File: src/rtl/keypad_scan_debounce.sv
// keypad_scan_debounce: column scanner with row synchroniser and press/release debounce for a 4x3 keypad
module keypad_scan_debounce #(
  parameter int SCAN_DIV     = 4,
  parameter int DEBOUNCE_CNT = 3
) (
  input  logic       clk,
  input  logic       rst,
  input  logic [3:0] row_in,
  output logic [2:0] col_drive,
  output logic [3:0] R,
  output logic [2:0] C,
  output logic       press,
  output logic       held
);
  localparam int TW = $clog2(SCAN_DIV);
  localparam int CW = $clog2(DEBOUNCE_CNT + 1);
  typedef enum logic [1:0] {SCAN, DEBOUNCE, PRESSED} state_t;
  state_t          state;
  logic [3:0]      rs1, rs, cand_row;
  logic [TW-1:0]   timer;
  logic [CW-1:0]   cnt, rel;
  logic            tick, valid;
  logic [2:0]      col_next;
  assign tick     = timer == TW'(SCAN_DIV - 1);
  assign valid    = rs != 4'd0 && (rs & (rs - 4'd1)) == 4'd0;
  assign col_next = {col_drive[1:0], col_drive[2]};
  always_ff @(posedge clk or posedge rst) begin
    if (rst) begin
      rs1       <= '0;
      rs        <= '0;
      cand_row  <= '0;
      timer     <= '0;
      cnt       <= '0;
      rel       <= '0;
      state     <= SCAN;
      col_drive <= 3'b001;
      R         <= '0;
      C         <= '0;
      press     <= 1'b0;
      held      <= 1'b0;
    end else begin
      rs1   <= row_in;
      rs    <= rs1;
      timer <= tick ? '0 : timer + 1'b1;
      press <= 1'b0;
      if (tick)
        case (state)
          SCAN:
            if (valid) begin
              cand_row <= rs;
              if (DEBOUNCE_CNT == 1) begin
                state <= PRESSED;
                R     <= rs;
                C     <= col_drive;
                press <= 1'b1;
                held  <= 1'b1;
              end else begin
                cnt   <= CW'(1);
                state <= DEBOUNCE;
              end
            end else
              col_drive <= col_next;
          DEBOUNCE:
            if (rs == cand_row) begin
              if (cnt == CW'(DEBOUNCE_CNT - 1)) begin
                cnt   <= '0;
                state <= PRESSED;
                R     <= cand_row;
                C     <= col_drive;
                press <= 1'b1;
                held  <= 1'b1;
              end else
                cnt <= cnt + 1'b1;
            end else begin
              cnt       <= '0;
              col_drive <= col_next;
              state     <= SCAN;
            end
          PRESSED:
            // any non-empty sample, even another key, restarts the release count
            if (rs == 4'd0) begin
              if (rel == CW'(DEBOUNCE_CNT - 1)) begin
                rel       <= '0;
                R         <= '0;
                C         <= '0;
                held      <= 1'b0;
                col_drive <= col_next;
                state     <= SCAN;
              end else
                rel <= rel + 1'b1;
            end else
              rel <= '0;
          default: state <= SCAN;
        endcase
    end
  end
endmodule

File: config.mk
export PLATFORM = sky130hd
export DESIGN_NAME = keypad_scan_debounce
export DESIGN_NICKNAME = d
export VERILOG_FILES = /design/src/rtl/keypad_scan_debounce.sv
export SDC_FILE = /design/constraint.sdc
export NUM_CORES = 1
export LEC_CHECK = 0
export CAP_MARGIN = 20
export CORE_UTILIZATION = 55
export CTS_CLUSTER_DIAMETER = 200
export DETAILED_ROUTE_END_ITERATION = 7
export PLACE_DENSITY_LB_ADDON = 0.15
export SLEW_MARGIN = 20
export SYNTH_ARGS = -nofsm -noshare
export SYNTH_HDL_FRONTEND = slang
export SYNTH_SLANG_ARGS = --single-unit
File: constraint.sdc
create_clock -name clk -period 4.79 [get_ports clk]
set_clock_uncertainty 0.1 [all_clocks]
set_input_delay 1.1975 -clock clk [delete_from_list [all_inputs] [get_ports clk]]
set_output_delay 1.1975 -clock clk [all_outputs]
set_load 0.005 [all_outputs]
==> results of run 1 <==
[layout make-up]
class	count	area, sq um
Clock buffer	6	51.3
Clock inverter	2	10.0
Fill cell	169	647
Inverter	2	7.51
Multi-Input combinational cell	70	483
Sequential cell	32	802
Tap cell	28	35.0
Timing Repair Buffer	18	198
[worst register-to-register path, cell delays in order (launching register included)]
cell and delay [ns]:
dfrtp_1 0.45, xor2_1 0.16, nor4_1 0.58, and4_1 0.64
nand3_1 0.15, o21ai_0 0.10
[logic make-up after synthesis]
family          count (synthesis)  synth area share
compound gates                 16            0.0805
flops                          32             0.615
mux                            12            0.0997
buf+inv                         4            0.0153
fa+ha+maj                       1           0.00959
simple gates                   36             0.147
xor+xnor                        5            0.0336
[metal layers]
layer | GRT usage | vias to the layer above
li1 | - | 416
met5 | 0 | -
met4 | 0.0833 | 0
met2 | 0.347 | 18
met3 | 0.0909 | 2
met1 | 0.256 | 426
[power by group through the flow]
stage	combinational [mW]	clock, mW	sequential, mW
floorplan	0.0338	0	0.305
global placement	0.0427	0	0.309
detailed placement	0.0474	0	0.310
CTS	0.0478	0.161	0.305
global route	0.0542	0.174	0.307
finish	0.0468	0.158	0.304
[Yosys cell counts (all sizes together)]
library cell	number	area [sq um]
or2b	1	7.51
inv	2	7.51
mux2i	4	40.0
nand3	5	25.0
o21a	2	15.0
a21o	2	15.0
xnor2	1	8.76
nor3	1	5.00
ha	1	12.5
o21ai	8	40.0
o2111a	1	12.5
or4	1	7.51
buf	2	12.5
nor2b	3	18.8
and4	1	8.76
mux2	8	90.1
nor2	2	7.51
dfstp	1	26.3
nand2	16	60.1
or4b	2	20.0
nor3b	1	12.5
a22o	1	8.76
nand2b	1	6.26
a21oi	1	5.00
o311ai	1	8.76
xor2	4	35.0
nor4	2	12.5
dfrtp	31	776
[registers in the layout, indices dropped and copies added, names as in the netlist]
signal / flops
rs: 4
col_drive: 3
R: 4
held: 1
cand_row: 4
state: 2
rel: 2
cnt: 2
rs1: 4
press: 1
timer: 2
C: 3
[per-stage QoR]
stage               cells  power, mW  worst slack (ns)   util  hold slack (ns)
global placement      149      0.351              2.14  0.671            0.233
floorplan             106      0.339              2.74      -            0.231
global route          158      0.535              2.05  0.710            0.266
detailed placement    150      0.357              2.45  0.683            0.235
CTS                   158      0.514              2.07  0.710            0.256
finish                158      0.509              2.09  0.710            0.255
[worst min-delay path by stage]
stage | to | slack, ns
after floorplan | rs[0] | 0.23
after global placement | rs[0] | 0.23
after detailed placement | rs[2] | 0.23
after CTS | rs[2] | 0.26
after global routing | rs[3] | 0.27
final | rs[2] | 0.26
[layout by cell type, fill, tap and decap left out, types with 2 or more instances in the layout]
master | Yosys | final
clkdlybuf4s50_1 | 0 | 17
nand3_1 | 5 | 5
nor2b_1 | 3 | 3
inv_1 | 2 | 2
clkbuf_4 | 0 | 5
mux2i_1 | 4 | 4
nand2_1 | 16 | 16
o21a_1 | 2 | 2
xor2_1 | 4 | 4
o21ai_0 | 8 | 8
clkinv_2 | 0 | 2
mux2_2 | 5 | 5
a21o_1 | 2 | 2
mux2_1 | 3 | 3
nor4_1 | 2 | 2
dfrtp_1 | 31 | 31
or4b_1 | 2 | 2
nor2_1 | 2 | 2
==> impl_results.md, run 1 <==
- H-tree depth: 2
- CP max stage delay: 0.57 ns
- Drt via density: 5.46
- Fin area: 1590 sq um
- Largest buffer count on any clock path: 2
- Num rows: 17
- CP Capture Type: output pin
- Crit path max fanout: 4
- Postcts setup bufs: 0
- WP buf/inv: 1
- P_leak: 0.710 nW
- Reg2Reg Setup Slack: 2.54 ns
- Register area share after synthesis: 0.615
- Yosys reg bits: 32
- Critical Path AT: 1.40 ns
- Hold Path Origin: rs1[2]
- # DRC: 0
- NetSw: 0.127 mW
- Vias in the first global route: 869
- Crit path max-delay family: flip-flops
- Area after DPL: 1530 sq um
- Synth cell types: 30
- Layout Nets: 136
- Post-CTS sizing: 0
- Reg2reg start: rs[1]
- Critical R2R Capture: C[1]
- Reg2Reg Depth: 5
- Worst rel slew slack: 0.583
- DR WL/cell: 14.1 um
- Max Cap Viol: 0
- Gate Count Post-Synth: 106
- Hold Path Depth: 0
- DIE HEIGHT: 50.7 um
- Cell Area, Synth: 1310 sq um
- Met3 WL post-DR: 88 um
- Met1 WL: 999 um
- Worst vdd ir: 223 uV
- Syn nets: 113
- Largest net degree at the start of global routing: 20
- Final setup vio count: 0
- Flop pwr share: 0.597
- N_diodes: 0
- Worst Setup EP: col_drive[0]
- Minimum clock period: 2.70 ns
- Combinational Power Share: 0.092
- Setup TNS: 0 ns
- IO Pins: 18
- GP Congestion: 0.785
- First-pass GRT wire length: 3.86 mm
- Fraction of layout cells with a size suffix above 1: 0.131
- Buffer type at the clock tree root: clkbuf_4
- Final Hold Fails: 0
- Fmax: 371 MHz
- Initial Util: 0.584
- Pwr per Cell Area: 321 nW/um^2
- Tcrit/Tclk final: 0.563
- DP HPWL: 1.63 mm
- Crit. Startpoint: col_drive[0]
- Core area: 2230 sq um
- Internal power: 0.382 mW
- I/O Buffers: 17
- Routed via count: 862
- Hold Path Class: reg -> reg
- CTS Hold Bufs: 0
- DIE WIDTH: 50.7 um
- Max layer used: met4
- Clk sink count: 32
- Clk Latency, worst-skew pair: 0.33 ns
- Die footprint: 2570 sq um
- Measured slew at the worst slew-check pin: 0.619 ns
- Syn-to-layout area delta: 21.6%
- Max-slew violation count: 0
- Total track usage: 0.216
- TritonRoute pass-1 iters: 5
- Congestion Overflow GR: 0
- Critical path's slowest cell: dfstp_2
- Status: complete, no violations
- CTS tree: done
- CP Cell Sequence: clkdlybuf4s50_1
- CP Class: reg -> out
- Ys Warns: 0
- CTS buffer count: 5
- Initial antenna violation count: 0
- Metal2 WL: 1.12 mm
- RSZ-0062 raised after global routing: false
- Crit start category: flop
- Clock transition at path regs: 0.09 ns
- Clk pwr share: 0.311
- Critical Path RT: 3.49 ns
- Switch share: 0.250
- WP depth: 1
- ANT nets after route: 0
- Final wirelength: 2.22 mm
- Initial DRC Count: 9
- Post-synthesis average cell area: 12.3 sq um
Note: power is estimated with default switching activity, not from simulation.
==> inputs of run 2 (changes only) <==
--- a/config.mk
+++ b/config.mk
@@ -6,7 +6,7 @@
 export NUM_CORES = 1
 export LEC_CHECK = 0
 export CAP_MARGIN = 20
-export CORE_UTILIZATION = 55
+export CORE_UTILIZATION = 52
 export CTS_CLUSTER_DIAMETER = 200
 export DETAILED_ROUTE_END_ITERATION = 7
 export PLACE_DENSITY_LB_ADDON = 0.15
==> constraint.sdc (replaced) <==
create_clock -name clk -period 2.6 [get_ports clk]
set_clock_uncertainty 0.1 [all_clocks]
set_input_delay 0.65 -clock clk [delete_from_list [all_inputs] [get_ports clk]]
set_output_delay 0.65 -clock clk [all_outputs]
set_load 0.005 [all_outputs]
==> impl_results.md, run 2 (same netlist as run 1, synthesis figures left out) <==
- Reg2Reg Depth: 5 (unchanged)
- Initial antenna violation count: 0 (unchanged)
- IO Pins: 18 (unchanged)
- Vias in the first global route: 909 (+4.6%)
- DR WL/cell: 14.3 um (+1.8%)
- DIE HEIGHT: 52.1 um (+2.7%)
- CTS tree: done
- Measured slew at the worst slew-check pin: 0.640 ns (+0.0207 ns)
- Reg2reg start: rs[1]
- Worst vdd ir: 481 uV (+120%)
- Max Cap Viol: 0 (unchanged)
- Initial Util: 0.568 (-0.0162)
- Clock transition at path regs: 0.10 ns (about the same)
- H-tree depth: 2 (unchanged)
- Postcts setup bufs: 0 (unchanged)
- GP Congestion: 0.791 (+0.65%)
- Worst Setup EP: col_drive[1]
- Pwr per Cell Area: 605 nW/um^2 (+89%)
- CP max stage delay: 0.56 ns (about the same)
- P_leak: 0.713 nW (+0.37%)
- Crit start category: flop
- Most frequent cells in the layout: 31 x dfrtp_1, 17 x clkdlybuf4s50_1, 16 x nand2_1
- Total track usage: 0.220 (+0.00421)
- Congestion Overflow GR: 0 (unchanged)
- Clk sink count: 32 (unchanged)
- Status: complete, no violations
- DP HPWL: 1.68 mm (+3.0%)
- Largest buffer count on any clock path: 2 (unchanged)
- TritonRoute pass-1 iters: 4 (-1)
- Critical path's slowest cell: or4_1
- Largest net degree at the start of global routing: 19 (-5.0%)
- Fmax: 460 MHz
- DIE WIDTH: 52.1 um (+2.7%)
- Critical Path AT: 2.28 ns (+0.88 ns)
- Final hold slack: 0.253 ns (-0.00191 ns)
- RSZ-0062 raised after global routing: false
- Syn-to-layout area delta: 22.1%
- Initial DRC Count: 8 (-1)
- CP Capture Type: flop
- CTS buffer count: 5 (unchanged)
- Critical R2R Capture: col_drive[1]
- Setup TNS: 0 ns (unchanged)
- I/O Buffers: 17 (unchanged)
- Num rows: 17 (unchanged)
- First-pass GRT wire length: 4.04 mm (+4.5%)
- Reg2Reg Setup Slack: 0.43 ns (-2.11 ns)
- # DRC: 0 (unchanged)
- Tcrit/Tclk final: 0.835
- Worst rel slew slack: 0.573 (-0.0105)
- Layout Utilization: 0.694 (-0.0165)
- Core area: 2300 sq um (+2.9%)
- Critical Path RT: 2.71 ns (-0.78 ns)
- Minimum clock period: 2.17 ns
- Final Hold Fails: 0 (unchanged)
- Clk Latency, worst-skew pair: 0.32 ns (about the same)
- Final wirelength: 2.28 mm (+2.5%)
- CTS Hold Bufs: 0 (unchanged)
- Drt via density: 5.39 (-1.2%)
- ANT nets after route: 0 (unchanged)
- CP Cell Sequence: or4_1, nor3b_2, or2b_1, o2111a_2, mux2_1
- Layout Nets: 137 (+0.74%)
- Post-CTS sizing: 0 (unchanged)
- Die footprint: 2710 sq um (+5.5%)
- Buffer type at the clock tree root: clkbuf_4
- N_diodes: 0 (unchanged)
- Fraction of layout cells with a size suffix above 1: 0.130 (-0.000998)
- Crit path max fanout: 6 (+2)
- Hold Path Class: reg -> reg
- Routed via count: 857 (-0.58%)
- Final setup vio count: 0 (unchanged)
- CP Class: reg -> reg
- Most common cell after layout, fill and taps aside: dfrtp_1
- Max-slew violation count: 0 (unchanged)
- Crit. Startpoint: rs[1]
## run 2: changes by cell type in the layout (fill, tap and decap cells not counted)
cell and delta:
buf_12 +1, buf_16 -1, buf_4 +1, clkbuf_1 +1
clkbuf_8 +1, clkinv_2 -2
## run 2: where the power goes
part	switching (mW)	leakage (nW)	internal (mW)
Combinational	0.0428	0.265	0.0474
Sequential	0.0308	0.409	0.529
Clock	0.155	0.0386	0.159
Total	0.229	0.713	0.736
## run 2: layout make-up
type / instances / area (sq um)
Inverter: 2 / 7.51
Clock buffer: 8 / 68.8
Fill cell: 180 / 703
Sequential cell: 32 / 802
Timing Repair Buffer: 19 / 198
Tap cell: 28 / 35.0
Multi-Input combinational cell: 70 / 483
## run 2: critical path, delay by kind of cell (launching register included)
family	cells	cell delay, ns
AND/OR/NAND/NOR	3	0.94
flip-flops	1	0.45
multiplexers	1	0.33
AO/OA/AOI/OAI	1	0.24
## run 2: per-layer routing
metal / routed length (um) / global-route usage / up-vias / part of all wire
met4: 17 / 0.0946 / 0 / 0.0075
met5: 0 / 0 / - / 0
met3: 94 / 0.0877 / 2 / 0.041
met2: 1200 / 0.353 / 16 / 0.53
met1: 968 / 0.259 / 415 / 0.42
li1: - / - / 424 / -
## run 2: worst min path at each step
stage / startpoint / endpoint / slack [ns] / depth (start not counted)
2_1_floorplan: rs1[0] / rs[0] / 0.23 / 0
3_3_place_gp: rs1[3] / rs[3] / 0.23 / 0
3_5_place_dp: rs1[0] / rs[0] / 0.24 / 0
4_1_cts: rs1[1] / rs[1] / 0.26 / 0
5_1_grt: rs1[0] / rs[0] / 0.26 / 0
6_report: rs1[0] / rs[0] / 0.25 / 0
## run 2: through the flow
stage | setup slack, ns | cell area (sq um) | cells | power (mW)
2_1_floorplan | 0.554 | 1310 | 106 | 0.625
3_3_place_gp | 0.502 | 1530 | 151 | 0.657
3_5_place_dp | 0.429 | 1530 | 151 | 0.663
4_1_cts | 0.427 | 1590 | 159 | 0.980
5_1_grt | 0.291 | 1590 | 159 | 1.02
6_report | 0.428 | 1590 | 159 | 0.965
==> RTL edit: new RTL, settings of run 1 <==
`SCAN_DIV`: 4 -> 8.
--- a/src/rtl/keypad_scan_debounce.sv
+++ b/src/rtl/keypad_scan_debounce.sv
@@ -1,6 +1,6 @@
 // keypad_scan_debounce: column scanner with row synchroniser and press/release debounce for a 4x3 keypad
 module keypad_scan_debounce #(
-  parameter int SCAN_DIV     = 4,
+  parameter int SCAN_DIV     = 8,
   parameter int DEBOUNCE_CNT = 3
 ) (
   input  logic       clk,
Behaviour: not the same (Yosys sat finds a counterexample within 10 cycles, from zero or initial values and one cycle with rst high).
==> RTL edit against run 1 <==
  * Area after synthesis up 12%
  * Sequential cell count increased by 1
  * Design area increased by 7.0%
  * Synthesized cell count up 9.4%
  * Wire length rose by 8.1%
  * Sequential power rose by 6%
  * Sequential share of layout area down 1.8 points
  * Worst setup slack improved by 0.0038 ns
  * Total power grew 9.6%
  * Critical endpoint unchanged
==> RTL edit: results (changes against run 1) <==
[routing]
drt_iter0_drc = 8  ; -1
routed_wl_mm = 2.40  ; +8.1%
num_vias = 923  ; +7.1%
drt_pass1_iterations = 4  ; -1

[global_routing]
grt_max_degree = 34  ; +70%
grt_pass1_vias = 850  ; -2.2%
grt.total_usage = 0.207  ; -0.00849
grt_pass1_wl_mm = 3.98  ; +3.0%

[place]
gp_congestion = 0.834  ; +6.2%
dp_cells = 160  ; +6.7%
dpl_cell_area_um2 = 1640  ; +7.7%
hpwl_mm = 1.68  ; +3.2%

[clock_tree]
cts-root-buf = clkbuf_4
cts_buffers = 5  ; unchanged
clock_path_buffers = 2  ; unchanged
cts_repair_resize_count = 0  ; unchanged
ctsHtreeMaxLevel = 2  ; unchanged

[critical_path]
crit_family = flip-flops
crit_path_top_delay_cell = dfstp_2
cp_max_fo = 4  ; unchanged
rrSetupSlack_ns = 2.70  ; +0.16 ns

[synth]
netlist_top_cells_area = dfrtp_1, mux2i_1, mux2_4
async_flop_share = 1.00  ; unchanged
synth_cell_type_count = 40  ; +33%
synth_common_cells = dfrtp_1, nand2_1, mux2i_1
synthCells = 116  ; +9.4%
ys_seq_area_frac = 0.567  ; -0.0477

[timing]
max_slew_margin = 0.731  ; +0.148

[run_status]
status = complete, no violations

[power_and_ir_drop]
vdd_drop_max_uv = 250  ; +12%
power.leakage_nw = 0.806  ; +13%

[cells_and_area]
fin_nets = 145  ; +6.6%
diodes = 0  ; unchanged
drive_gt1_frac = 0.145  ; +0.0142
stdcell_count = 168  ; +6.3%

[min_path]
hp-class = register to register

-- RTL edit: changes by cell type in the layout (fill, tap and decap cells not counted), moves of 2 or more --
cell	run 1	this run
inv_1	2	7
mux2_4	0	4
nand3b_1	0	2
mux2_2	5	1
nor2_1	2	4
mux2i_1	4	8
or4b_1	2	0
xnor2_1	1	4
nor4b_1	0	2
nand3_1	5	1
xor2_1	4	1
o21a_1	2	0
o21ai_0	8	0
nor2b_1	3	1
-- RTL edit: per-stage QoR --
stage / worst slack, ns / power (mW) / hold slack (ns) / util
floorplan: 2.77 / 0.391 / 0.231 / -
global placement: 2.48 / 0.405 / 0.233 / 0.657
detailed placement: 2.47 / 0.412 / 0.236 / 0.657
CTS: 2.06 / 0.564 / 0.260 / 0.679
global route: 2.05 / 0.587 / 0.266 / 0.679
finish: 2.10 / 0.558 / 0.256 / 0.679
-- RTL edit: power by group --
| group | total [mW] | switching, mW | internal [mW] |
|---|---|---|---|
| clock | 0.151 | 0.0961 | 0.0552 |
| combinational | 0.0850 | 0.0394 | 0.0456 |
| sequential | 0.322 | 0.0230 | 0.299 |
-- RTL edit: final timing paths --
kind | startpoint | to | cells past startpoint
min reg2reg | rs1[2] | rs[2] | 0
min | rs1[2] | rs[2] | 0
max reg2reg | rs[1] | C[2] | 4
max | col_drive[0] | col_drive[0] | 1
min in group asynchronous | rst | rs1[0] | 3
max in group asynchronous | rst | col_drive[0] | 3
-- RTL edit: cell families (layout without fill, tap and decap cells) --
group	count (synthesis)	after routing	share of synthesized area
simple gates	37	37	0.138
flops	33	33	0.567
mux	16	16	0.127
compound gates	12	12	0.0815
buf+inv	11	33	0.0394
xor+xnor	5	5	0.0300
fa+ha+maj	2	2	0.0171
-- RTL edit: metal layers --
metal | share of wire | vias to the layer above | track usage
li1 | - | 448 | -
met1 | 0.50 | 442 | 0.272
met2 | 0.43 | 26 | 0.290
met3 | 0.047 | 7 | 0.0891
met4 | 0.021 | 0 | 0.101
met5 | 0 | - | 0
-- RTL edit: cell type report --
cell class              instances  area, um^2
flip-flops and latches         33         827
fillers                       192         802
multi-input cells              72         574
repair buffers                 18         178
clock buffers                   5        37.5
well taps                      30        37.5
inverters                       7        26.3
clock inverters                 3        17.5
